File: config.mk
export PLATFORM = sky130hd
export DESIGN_NAME = ctrl_decode_pipe
export DESIGN_NICKNAME = d
export VERILOG_FILES = /design/src/rtl/mips_pkg.sv /design/src/rtl/ctrl_decode.sv /design/src/rtl/ctrl_decode_pipe.sv
export SDC_FILE = /design/constraint.sdc
export NUM_CORES = 1
export LEC_CHECK = 0
export ABC_CLOCK_PERIOD_IN_PS = 3900
export CORE_MARGIN = 1
export CORE_UTILIZATION = 44
export DETAILED_ROUTE_END_ITERATION = 7
export HOLD_SLACK_MARGIN = 0.15
export PLACE_DENSITY = 0.82
export SYNTH_ARGS = -nofsm -noshare
export SYNTH_HDL_FRONTEND = slang
export SYNTH_SLANG_ARGS = --single-unit
File: constraint.sdc
create_clock -name clk -period 3.9 [get_ports clk]
set_input_delay 1.17 -clock clk [delete_from_list [all_inputs] [get_ports clk]]
set_output_delay 1.17 -clock clk [all_outputs]
set_load 0.05 [all_outputs]
File: src/rtl/mips_pkg.sv
// Shared MIPS decode definitions: opcode/funct encodings, ALU codes and the
// ID/EX control bundle layout.
package mips_pkg;

   localparam logic [5:0] OpRtype = 6'b000000;
   localparam logic [5:0] OpJ     = 6'b000010;
   localparam logic [5:0] OpJal   = 6'b000011;
   localparam logic [5:0] OpBeq   = 6'b000100;
   localparam logic [5:0] OpBne   = 6'b000101;
   localparam logic [5:0] OpAddi  = 6'b001000;
   localparam logic [5:0] OpSlti  = 6'b001010;
   localparam logic [5:0] OpAndi  = 6'b001100;
   localparam logic [5:0] OpOri   = 6'b001101;
   localparam logic [5:0] OpLui   = 6'b001111;
   localparam logic [5:0] OpLw    = 6'b100011;
   localparam logic [5:0] OpSw    = 6'b101011;

   localparam logic [5:0] FnSll = 6'b000000;
   localparam logic [5:0] FnSrl = 6'b000010;
   localparam logic [5:0] FnSra = 6'b000011;
   localparam logic [5:0] FnJr  = 6'b001000;
   localparam logic [5:0] FnAdd = 6'b100000;
   localparam logic [5:0] FnSub = 6'b100010;
   localparam logic [5:0] FnAnd = 6'b100100;
   localparam logic [5:0] FnOr  = 6'b100101;
   localparam logic [5:0] FnXor = 6'b100110;
   localparam logic [5:0] FnNor = 6'b100111;
   localparam logic [5:0] FnSlt = 6'b101010;

   localparam logic [3:0] AluAnd = 4'b0000;
   localparam logic [3:0] AluOr  = 4'b0001;
   localparam logic [3:0] AluAdd = 4'b0010;
   localparam logic [3:0] AluXor = 4'b0011;
   localparam logic [3:0] AluSll = 4'b0100;
   localparam logic [3:0] AluSrl = 4'b0101;
   localparam logic [3:0] AluSub = 4'b0110;
   localparam logic [3:0] AluSlt = 4'b0111;
   localparam logic [3:0] AluSra = 4'b1000;
   localparam logic [3:0] AluLui = 4'b1001;
   localparam logic [3:0] AluNor = 4'b1100;

   localparam logic [4:0] LinkReg = 5'd31;

   typedef struct packed {
      logic       reg_write;
      logic       mem_read;
      logic       mem_write;
      logic       mem_to_reg;
      logic       alu_src;
      logic       use_shamt;
      logic       branch_eq;
      logic       branch_ne;
      logic       jump;
      logic       jump_reg;
      logic       link;
      logic       zero_ext;
      logic [3:0] alu_op;
   } ctrl_bundle_t;

endpackage

File: src/rtl/ctrl_decode.sv
// Pure combinational instruction decoder: instruction word to control bundle,
// destination register, illegal flag and rt-usage flag.
module ctrl_decode
   import mips_pkg::*;
#(
   parameter int unsigned EXT_ISA = 1
) (
   input  logic [31:0]  instr_i,
   output ctrl_bundle_t ctrl_o,
   output logic [4:0]   wr_addr_o,
   output logic         illegal_o,
   output logic         uses_rt_o
);

   logic [5:0] opcode;
   logic [5:0] funct;
   logic [4:0] rt;
   logic [4:0] rd;
   logic       ext_en;
   logic       unused_shamt;

   assign opcode       = instr_i[31:26];
   assign funct        = instr_i[5:0];
   assign rt           = instr_i[20:16];
   assign rd           = instr_i[15:11];
   assign ext_en       = (EXT_ISA != 0);
   assign unused_shamt = ^instr_i[10:6];

   always_comb begin
      ctrl_o    = '0;
      wr_addr_o = '0;
      illegal_o = 1'b0;
      uses_rt_o = 1'b0;
      case (opcode)
         OpRtype: begin
            ctrl_o.reg_write = 1'b1;
            wr_addr_o        = rd;
            uses_rt_o        = 1'b1;
            case (funct)
               FnAdd: ctrl_o.alu_op = AluAdd;
               FnSub: ctrl_o.alu_op = AluSub;
               FnAnd: ctrl_o.alu_op = AluAnd;
               FnOr:  ctrl_o.alu_op = AluOr;
               FnXor: ctrl_o.alu_op = AluXor;
               FnNor: ctrl_o.alu_op = AluNor;
               FnSlt: ctrl_o.alu_op = AluSlt;
               FnSll: begin
                  ctrl_o.alu_op    = AluSll;
                  ctrl_o.use_shamt = 1'b1;
               end
               FnSrl: begin
                  ctrl_o.alu_op    = AluSrl;
                  ctrl_o.use_shamt = 1'b1;
               end
               FnSra: begin
                  ctrl_o.alu_op    = AluSra;
                  ctrl_o.use_shamt = 1'b1;
                  illegal_o        = ~ext_en;
               end
               FnJr: begin
                  ctrl_o.reg_write = 1'b0;
                  ctrl_o.jump_reg  = 1'b1;
                  wr_addr_o        = '0;
                  uses_rt_o        = 1'b0;
                  illegal_o        = ~ext_en;
               end
               default: illegal_o = 1'b1;
            endcase
         end
         OpLw: begin
            ctrl_o.reg_write  = 1'b1;
            ctrl_o.mem_read   = 1'b1;
            ctrl_o.mem_to_reg = 1'b1;
            ctrl_o.alu_src    = 1'b1;
            ctrl_o.alu_op     = AluAdd;
            wr_addr_o         = rt;
         end
         OpSw: begin
            ctrl_o.mem_write = 1'b1;
            ctrl_o.alu_src   = 1'b1;
            ctrl_o.alu_op    = AluAdd;
            uses_rt_o        = 1'b1;
         end
         OpBeq: begin
            ctrl_o.branch_eq = 1'b1;
            ctrl_o.alu_op    = AluSub;
            uses_rt_o        = 1'b1;
         end
         OpBne: begin
            ctrl_o.branch_ne = 1'b1;
            ctrl_o.alu_op    = AluSub;
            uses_rt_o        = 1'b1;
            illegal_o        = ~ext_en;
         end
         OpJ: ctrl_o.jump = 1'b1;
         OpJal: begin
            ctrl_o.jump      = 1'b1;
            ctrl_o.link      = 1'b1;
            ctrl_o.reg_write = 1'b1;
            wr_addr_o        = LinkReg;
            illegal_o        = ~ext_en;
         end
         OpAddi: begin
            ctrl_o.reg_write = 1'b1;
            ctrl_o.alu_src   = 1'b1;
            ctrl_o.alu_op    = AluAdd;
            wr_addr_o        = rt;
         end
         OpSlti: begin
            ctrl_o.reg_write = 1'b1;
            ctrl_o.alu_src   = 1'b1;
            ctrl_o.alu_op    = AluSlt;
            wr_addr_o        = rt;
            illegal_o        = ~ext_en;
         end
         OpAndi, OpOri, OpLui: begin
            ctrl_o.reg_write = 1'b1;
            ctrl_o.alu_src   = 1'b1;
            ctrl_o.zero_ext  = 1'b1;
            ctrl_o.alu_op    = (opcode == OpAndi) ? AluAnd :
                               (opcode == OpOri)  ? AluOr  : AluLui;
            wr_addr_o        = rt;
            illegal_o        = ~ext_en;
         end
         default: illegal_o = 1'b1;
      endcase

      // Unknown encodings must not leak partial controls into EX.
      if (illegal_o) begin
         ctrl_o    = '0;
         wr_addr_o = '0;
         uses_rt_o = 1'b0;
      end
   end

endmodule

File: src/rtl/ctrl_decode_pipe.sv
// ID stage decode plus ID/EX control register with flush/stall/bubble handling
// and load-use hazard detection.
module ctrl_decode_pipe
   import mips_pkg::*;
#(
   parameter int unsigned REG_ADDR_W = 5,
   parameter int unsigned ALU_CTRL_W = 4,
   parameter int unsigned EXT_ISA    = 1
) (
   input  logic                  clk,
   input  logic                  rst,
   input  logic                  id_valid,
   input  logic [31:0]           id_instr,
   input  logic                  stall,
   input  logic                  flush,
   output logic                  hazard_stall,
   output logic                  ex_valid,
   output logic                  ex_reg_write,
   output logic                  ex_mem_read,
   output logic                  ex_mem_write,
   output logic                  ex_mem_to_reg,
   output logic                  ex_alu_src,
   output logic                  ex_use_shamt,
   output logic                  ex_branch_eq,
   output logic                  ex_branch_ne,
   output logic                  ex_jump,
   output logic                  ex_jump_reg,
   output logic                  ex_link,
   output logic                  ex_zero_ext,
   output logic [ALU_CTRL_W-1:0] ex_alu_control,
   output logic [REG_ADDR_W-1:0] ex_rs,
   output logic [REG_ADDR_W-1:0] ex_rt,
   output logic [REG_ADDR_W-1:0] ex_wr_addr,
   output logic                  ex_illegal
);

   ctrl_bundle_t            dec_ctrl;
   logic [4:0]              dec_wr;
   logic                    dec_illegal;
   logic                    dec_uses_rt;
   logic [REG_ADDR_W-1:0]   id_rs;
   logic [REG_ADDR_W-1:0]   id_rt;

   ctrl_bundle_t            ctrl_d, ctrl_q;
   logic                    valid_d, valid_q;
   logic                    illegal_d, illegal_q;
   logic [REG_ADDR_W-1:0]   rs_d, rs_q;
   logic [REG_ADDR_W-1:0]   rt_d, rt_q;
   logic [REG_ADDR_W-1:0]   wr_d, wr_q;

   ctrl_decode #(
      .EXT_ISA (EXT_ISA)
   ) u_decode (
      .instr_i   (id_instr),
      .ctrl_o    (dec_ctrl),
      .wr_addr_o (dec_wr),
      .illegal_o (dec_illegal),
      .uses_rt_o (dec_uses_rt)
   );

   assign id_rs = REG_ADDR_W'(id_instr[25:21]);
   assign id_rt = REG_ADDR_W'(id_instr[20:16]);

   assign hazard_stall = ~flush & id_valid & valid_q & ctrl_q.mem_read & (wr_q != '0) &
                         ((wr_q == id_rs) | (dec_uses_rt & (wr_q == id_rt)));

   always_comb begin
      ctrl_d    = ctrl_q;
      valid_d   = valid_q;
      illegal_d = illegal_q;
      rs_d      = rs_q;
      rt_d      = rt_q;
      wr_d      = wr_q;
      // Flush beats stall; an empty slot or load-use hazard inserts a bubble.
      if (flush || (!stall && (hazard_stall || !id_valid))) begin
         ctrl_d    = '0;
         valid_d   = 1'b0;
         illegal_d = 1'b0;
         rs_d      = '0;
         rt_d      = '0;
         wr_d      = '0;
      end else if (!stall) begin
         ctrl_d    = dec_ctrl;
         valid_d   = 1'b1;
         illegal_d = dec_illegal;
         rs_d      = dec_illegal ? '0 : id_rs;
         rt_d      = dec_illegal ? '0 : id_rt;
         wr_d      = REG_ADDR_W'(dec_wr);
      end
   end

   always_ff @(posedge clk or posedge rst) begin
      if (rst) begin
         ctrl_q    <= '0;
         valid_q   <= 1'b0;
         illegal_q <= 1'b0;
         rs_q      <= '0;
         rt_q      <= '0;
         wr_q      <= '0;
      end else begin
         ctrl_q    <= ctrl_d;
         valid_q   <= valid_d;
         illegal_q <= illegal_d;
         rs_q      <= rs_d;
         rt_q      <= rt_d;
         wr_q      <= wr_d;
      end
   end

   assign ex_valid       = valid_q;
   assign ex_illegal     = illegal_q;
   assign ex_reg_write   = ctrl_q.reg_write;
   assign ex_mem_read    = ctrl_q.mem_read;
   assign ex_mem_write   = ctrl_q.mem_write;
   assign ex_mem_to_reg  = ctrl_q.mem_to_reg;
   assign ex_alu_src     = ctrl_q.alu_src;
   assign ex_use_shamt   = ctrl_q.use_shamt;
   assign ex_branch_eq   = ctrl_q.branch_eq;
   assign ex_branch_ne   = ctrl_q.branch_ne;
   assign ex_jump        = ctrl_q.jump;
   assign ex_jump_reg    = ctrl_q.jump_reg;
   assign ex_link        = ctrl_q.link;
   assign ex_zero_ext    = ctrl_q.zero_ext;
   assign ex_alu_control = ALU_CTRL_W'(ctrl_q.alu_op);
   assign ex_rs          = rs_q;
   assign ex_rt          = rt_q;
   assign ex_wr_addr     = wr_q;

endmodule

Word-level counts from Yosys, hierarchy flattened --
Cells that the tools add are included.
Word-level totals: register bits 33, input bits 37, output and inout bits 34, logic and storage cells 109
Operators by class: equality and inequality tests 24, mux-type cells 40, bitwise gates (word level) 8, reductions and logical operators 19
Operator list (count):
- equality test 6 bit (second input constant) | 9
- 2-to-1 mux 5 bit | 10
- 2-to-1 mux 16 bit | 3
- equality test 6 x 4 -> 1 bit (second input constant) | 6
- case mux 4 bit (9 select lines) | 1
- equality test 6 x 2 -> 1 bit (second input constant) | 4
- OR reduction 11 bit | 2
- case mux 4 bit (5 select lines) | 1
- 2-to-1 mux 1 bit | 19
- case mux 5 bit (3 select lines) | 1
- OR reduction 7 bit | 2
- equality test 6 x 3 -> 1 bit (second input constant) | 2
- logical NOT 6 bit | 2
- OR reduction 3 bit | 4
- equality test 5 bit | 2
- 2-to-1 mux 4 bit | 2
- AND 1 bit | 6
- case mux 1 bit (2 select lines) | 3
- OR reduction 6 bit | 1
- nonzero test 5 bit | 1
- OR reduction 2 bit | 2
- logical NOT 1 bit | 2
- logical OR 1 bit | 2
- != test 2 x 1 -> 1 bit (second input constant) | 1
- 3 further kinds | 3

Depth between registers and ports, before layout --
word-level depth 12, mapped depth 9, gate-level depth less buffers 6

By module --
Synthesis repeated with hierarchy kept, for this count alone.
Unflattened totals: cell total of the unflattened synthesis 287, area, all modules 2625.0 um2
By module, submodules not included:
- ctrl_decode_pipe | times used 1, cells each 183, area each 1878.1 um2, seq. area each 825.8 um2
- ctrl_decode | times used 1, cells each 104, area each 747.0 um2, seq. area each 0.0 um2

Least setup slack after synthesis --
OpenSTA, ideal clock, no wires.
path kind input to output, start input port id_instr[5], end output port hazard_stall, arrival 3079 ps, required time 2730 ps, setup slack -349 ps, stages 7, path buffers 1, path through buf_2 nand2_1 a211o_1 a31o_1 a221oi_4 nand2_1 a21oi_1
Between the ends: cells in the longest elaborated chain, start to end 8, elaborated cells between the ends (all ways) 20, classes of those cells 10 x eq/ne; 5 x mux; 3 x bitwise; 2 x reduce/logical
Ends and longest elaborated chain:
- from (decl) | RTL line ctrl_decode_pipe.sv:13 | input logic [31:0] id_instr,
- equality test 6 bit, or another cell as far along | RTL line ctrl_decode.sv:39 | case (funct)
- OR reduction 11 bit (no line)
- 2-to-1 mux 1 bit | RTL line ctrl_decode.sv:39
- case mux 1 bit (2 select lines) | RTL line ctrl_decode.sv:34 | case (opcode)
- 2-to-1 mux 1 bit (*) | RTL line ctrl_decode.sv:129 | if (illegal_o) begin
- AND 1 bit (*) | RTL line ctrl_decode_pipe.sv:65 | ((wr_q == id_rs) | (dec_uses_rt & (wr_q == id_rt)));
- OR 1 bit (*) | RTL line ctrl_decode_pipe.sv:65
- AND 1 bit (*) | RTL line ctrl_decode_pipe.sv:64 | assign hazard_stall = ~flush & id_valid & valid_q & ctrl_q.mem_read & (wr_q != '0) &
- to (decl) | RTL line ctrl_decode_pipe.sv:16 | output logic hazard_stall,
Mark *: on every way between the ends. The rest lies on a longest branch, timed or not.

Worst setup path after layout --
start input port id_instr[3], end output port hazard_stall
Same word-level chain as after synthesis.

==> results.md <==
- Mapped Area: 1850 µm²
- Design Power: ~0.77 mW
- ANT nets after route: 0
- Crit Path Class: in -> out
- CTS hold repair buffers: 0
- Worst-Margin Slew: roughly 0.72 ns
- Clock transition at the registers of the reported paths: 0.06 ns
- Full die area: approximately 4500 µm²
- Synth cell types: 47
- Util after Layout: 73.0%
- Synthesized area per cell: about 10 µm²
- RePlAce Congestion: 0.904
- Layout area overhead: 58.7%
- First-pass GRT wire length: 8.49 mm
- Yosys warning total: 0
- Setup WS pre-CTS: -0.337 ns
- Relative slew slack: about 52%
- Number of port buffers: 65
- Die Span X: between 60 and 70 µm
- Starting DRT DRC Count: 127
- Nets: 319
- Num CTS Buffers: 5
- Post-route DRC: 0
- Worst Path Arrival: 2.67 ns
- Mapped Cells: 185
- Syn_nets: between 200 and 250
- Largest area contributor in the netlist: dfrtp_1
- Root buf cell: clkbuf_8
- Worst setup SP type: input pin
- VDD IR-drop max: 0.236 mV
- Worst hold path type: reg -> reg
- Hold endpoint: ex_illegal
- GRT Total Usage: 25.6%
- Top-area cell type share of the netlist area: 43.2%
- Final Worst Setup Slack: 0.0553 ns
- Antenna diode count: 0
- Post-synthesis sequential area ratio: between 40% and 50%
- Max-cap violations: 0
- Fin crit period: a little under 4 ns
- Most common cell after layout, fill and taps aside: clkdlybuf4s50_1
- Power Density: 262 nW/µm²
- Clock latency on the worst-skew pair: between 0.2 and 0.3 ns
- RSZ-0062 raised after global routing: true
- Crit path max fanout: 2
- Outcome: finished, final reports clean
- Seq cells post-synth: 32
- Largest net degree at the start of global routing: 33
- Skew final: 0.00911 ns
- Routed WL: 5.36 mm
- Initial antenna violation count: 0
- Worst R2R Setup Slack: 1.37 ns
- Clock buffer depth: 2
- Die height: 66.9 µm
- WHS Path Cells: 2
- FF-to-FF Start: ex_wr_addr[1]
- Num rows: 23
- Fillers: 287
- Critical Path RT: 2.73 ns
- Top-Level Pins: 71
- Most frequent cells in the layout: clkdlybuf4s50_1 (52), buf_4 (35), dfrtp_1 (32), a22o_1 (26), nor2_1 (9)
- Ranking of synthesized cells by area: dfrtp_1 (43%), a22o_1 (12%), xor2_1 (2.8%), a221o_1 (2.7%), a32o_1 (2.7%)
- Max-slew violation count: 0
- Via density: 5.71
- Max Clk Rate: 0.260 GHz
- Hpwl dp: 3.76 mm
- R2R Path End: ex_branch_eq
- Initial Util: 46.0%
- Final setup fails: 0
- Setup_tns: 0 ns
- Via count: 1897
- CTS Sinks: 32
- Fin. Hold Viols: 0
- Core area: about 4000 µm²
- Min-Delay Startpoint: ex_illegal
- CTS H-tree depth: 2
- Layout cell share with drive strength beyond 1: 25.5%
- Total congestion overflow: 0
- Crit share post-route: 98.6%
- Vias in the first global route: 1763
- CTS tree: built
- Routed wire per std cell: 16.1 µm
- Worst r2r path cells: 5
- Static leakage: ~1.3 nW
- CP Launch Point: id_instr[3]
- Critical path endpoint category: output port
- DRT Pass-1 Iters: 4
stage by stage:
step | instance area, µm² | hold WS [ns] | instances
global placement | 2790 | 0.464 | 323
finish | 2940 | 0.486 | 332
detailed placement | 2790 | 0.477 | 323
floorplan | 1860 | 0.761 | 185
global route | 2940 | 0.525 | 332
CTS | 2930 | 0.490 | 332
area by class of cell:
cell class              instances  area [µm²]  share of cell area, %
inverters                       4        15.0                  0.510
repair buffers                102         922                   31.3
well taps                      50        62.6                   2.13
flip-flops and latches         32         801                   27.2
multi-input cells             137        1040                   35.5
clock buffers                   7        96.3                   3.28
worst max-delay path, stage by stage:
cell and delay [ns]:
buf_6 0.09, nand2b_4 0.12, or3_1 0.30, a31o_1 0.25, a221oi_4 0.30, nand2_2 0.11
a21oi_4 0.18, buf_12 0.15
Yosys cell counts, drive strengths merged:
cell,instances
a21o,1
o2111ai,1
a21oi,8
and3,1
or4,1
nand2,8
o21ai,9
o211ai,1
buf,7
a211o,2
nand4b,1
nor2b,3
mux2i,1
a41o,1
clkbuf,5
and2,2
nand2b,5
a221o,5
a22o,26
a31oi,1
nor3b,1
o2111a,1
a221oi,1
xor2,6
a32o,5
and3b,1
nor4,3
o31ai,2
o21bai,2
or2,4
a31o,1
nor3,6
inv,4
dfrtp,32
xnor2,5
nand3,3
o21a,2
o2bb2ai,1
or4bb,1
or3,1
nand4,1
nor2,13
worst max-delay path by stage:
stage,end,slack (ns),cells past startpoint
after detailed placement,hazard_stall,-0.34,8
after global routing,hazard_stall,-0.003,8
after floorplan,hazard_stall,0.03,7
final,hazard_stall,0.06,8
after global placement,hazard_stall,-0.32,8
after CTS,hazard_stall,0.005,8
where the power goes:
group | internal [mW] | total, mW | switching (mW)
combinational | 0.0744 | 0.155 | 0.0802
clock | 0.157 | 0.279 | 0.122
sequential | 0.335 | 0.337 | 0.00221
cell families after synthesis:
family | Yosys count | share of synthesized area [%]
xor+xnor | 11 | 5.20
buf+inv | 16 | 4.19
mux | 1 | 0.540
simple gates | 55 | 15.8
compound gates | 70 | 31.1
flops | 32 | 43.2
timing repair:
item	4_1_cts	5_1_grt
pin swaps	9	5
setup endpoints to repair	1	1
resized for setup	23	19
setup buffers	2	0
per-layer routing:
metal / part of all wire, % / vias to the layer above / GRT usage [%] / routed length, µm
met5: 0 / - / 0 / 0
met4: 0.71 / 0 / 7.98 / 38
met3: 5.5 / 4 / 4.79 / 292
met2: 50 / 70 / 40.4 / 2660
met1: 44 / 919 / 34.9 / 2360
li1: - / 904 / - / -
No activity file was read; power rests on OpenSTA's default activity.
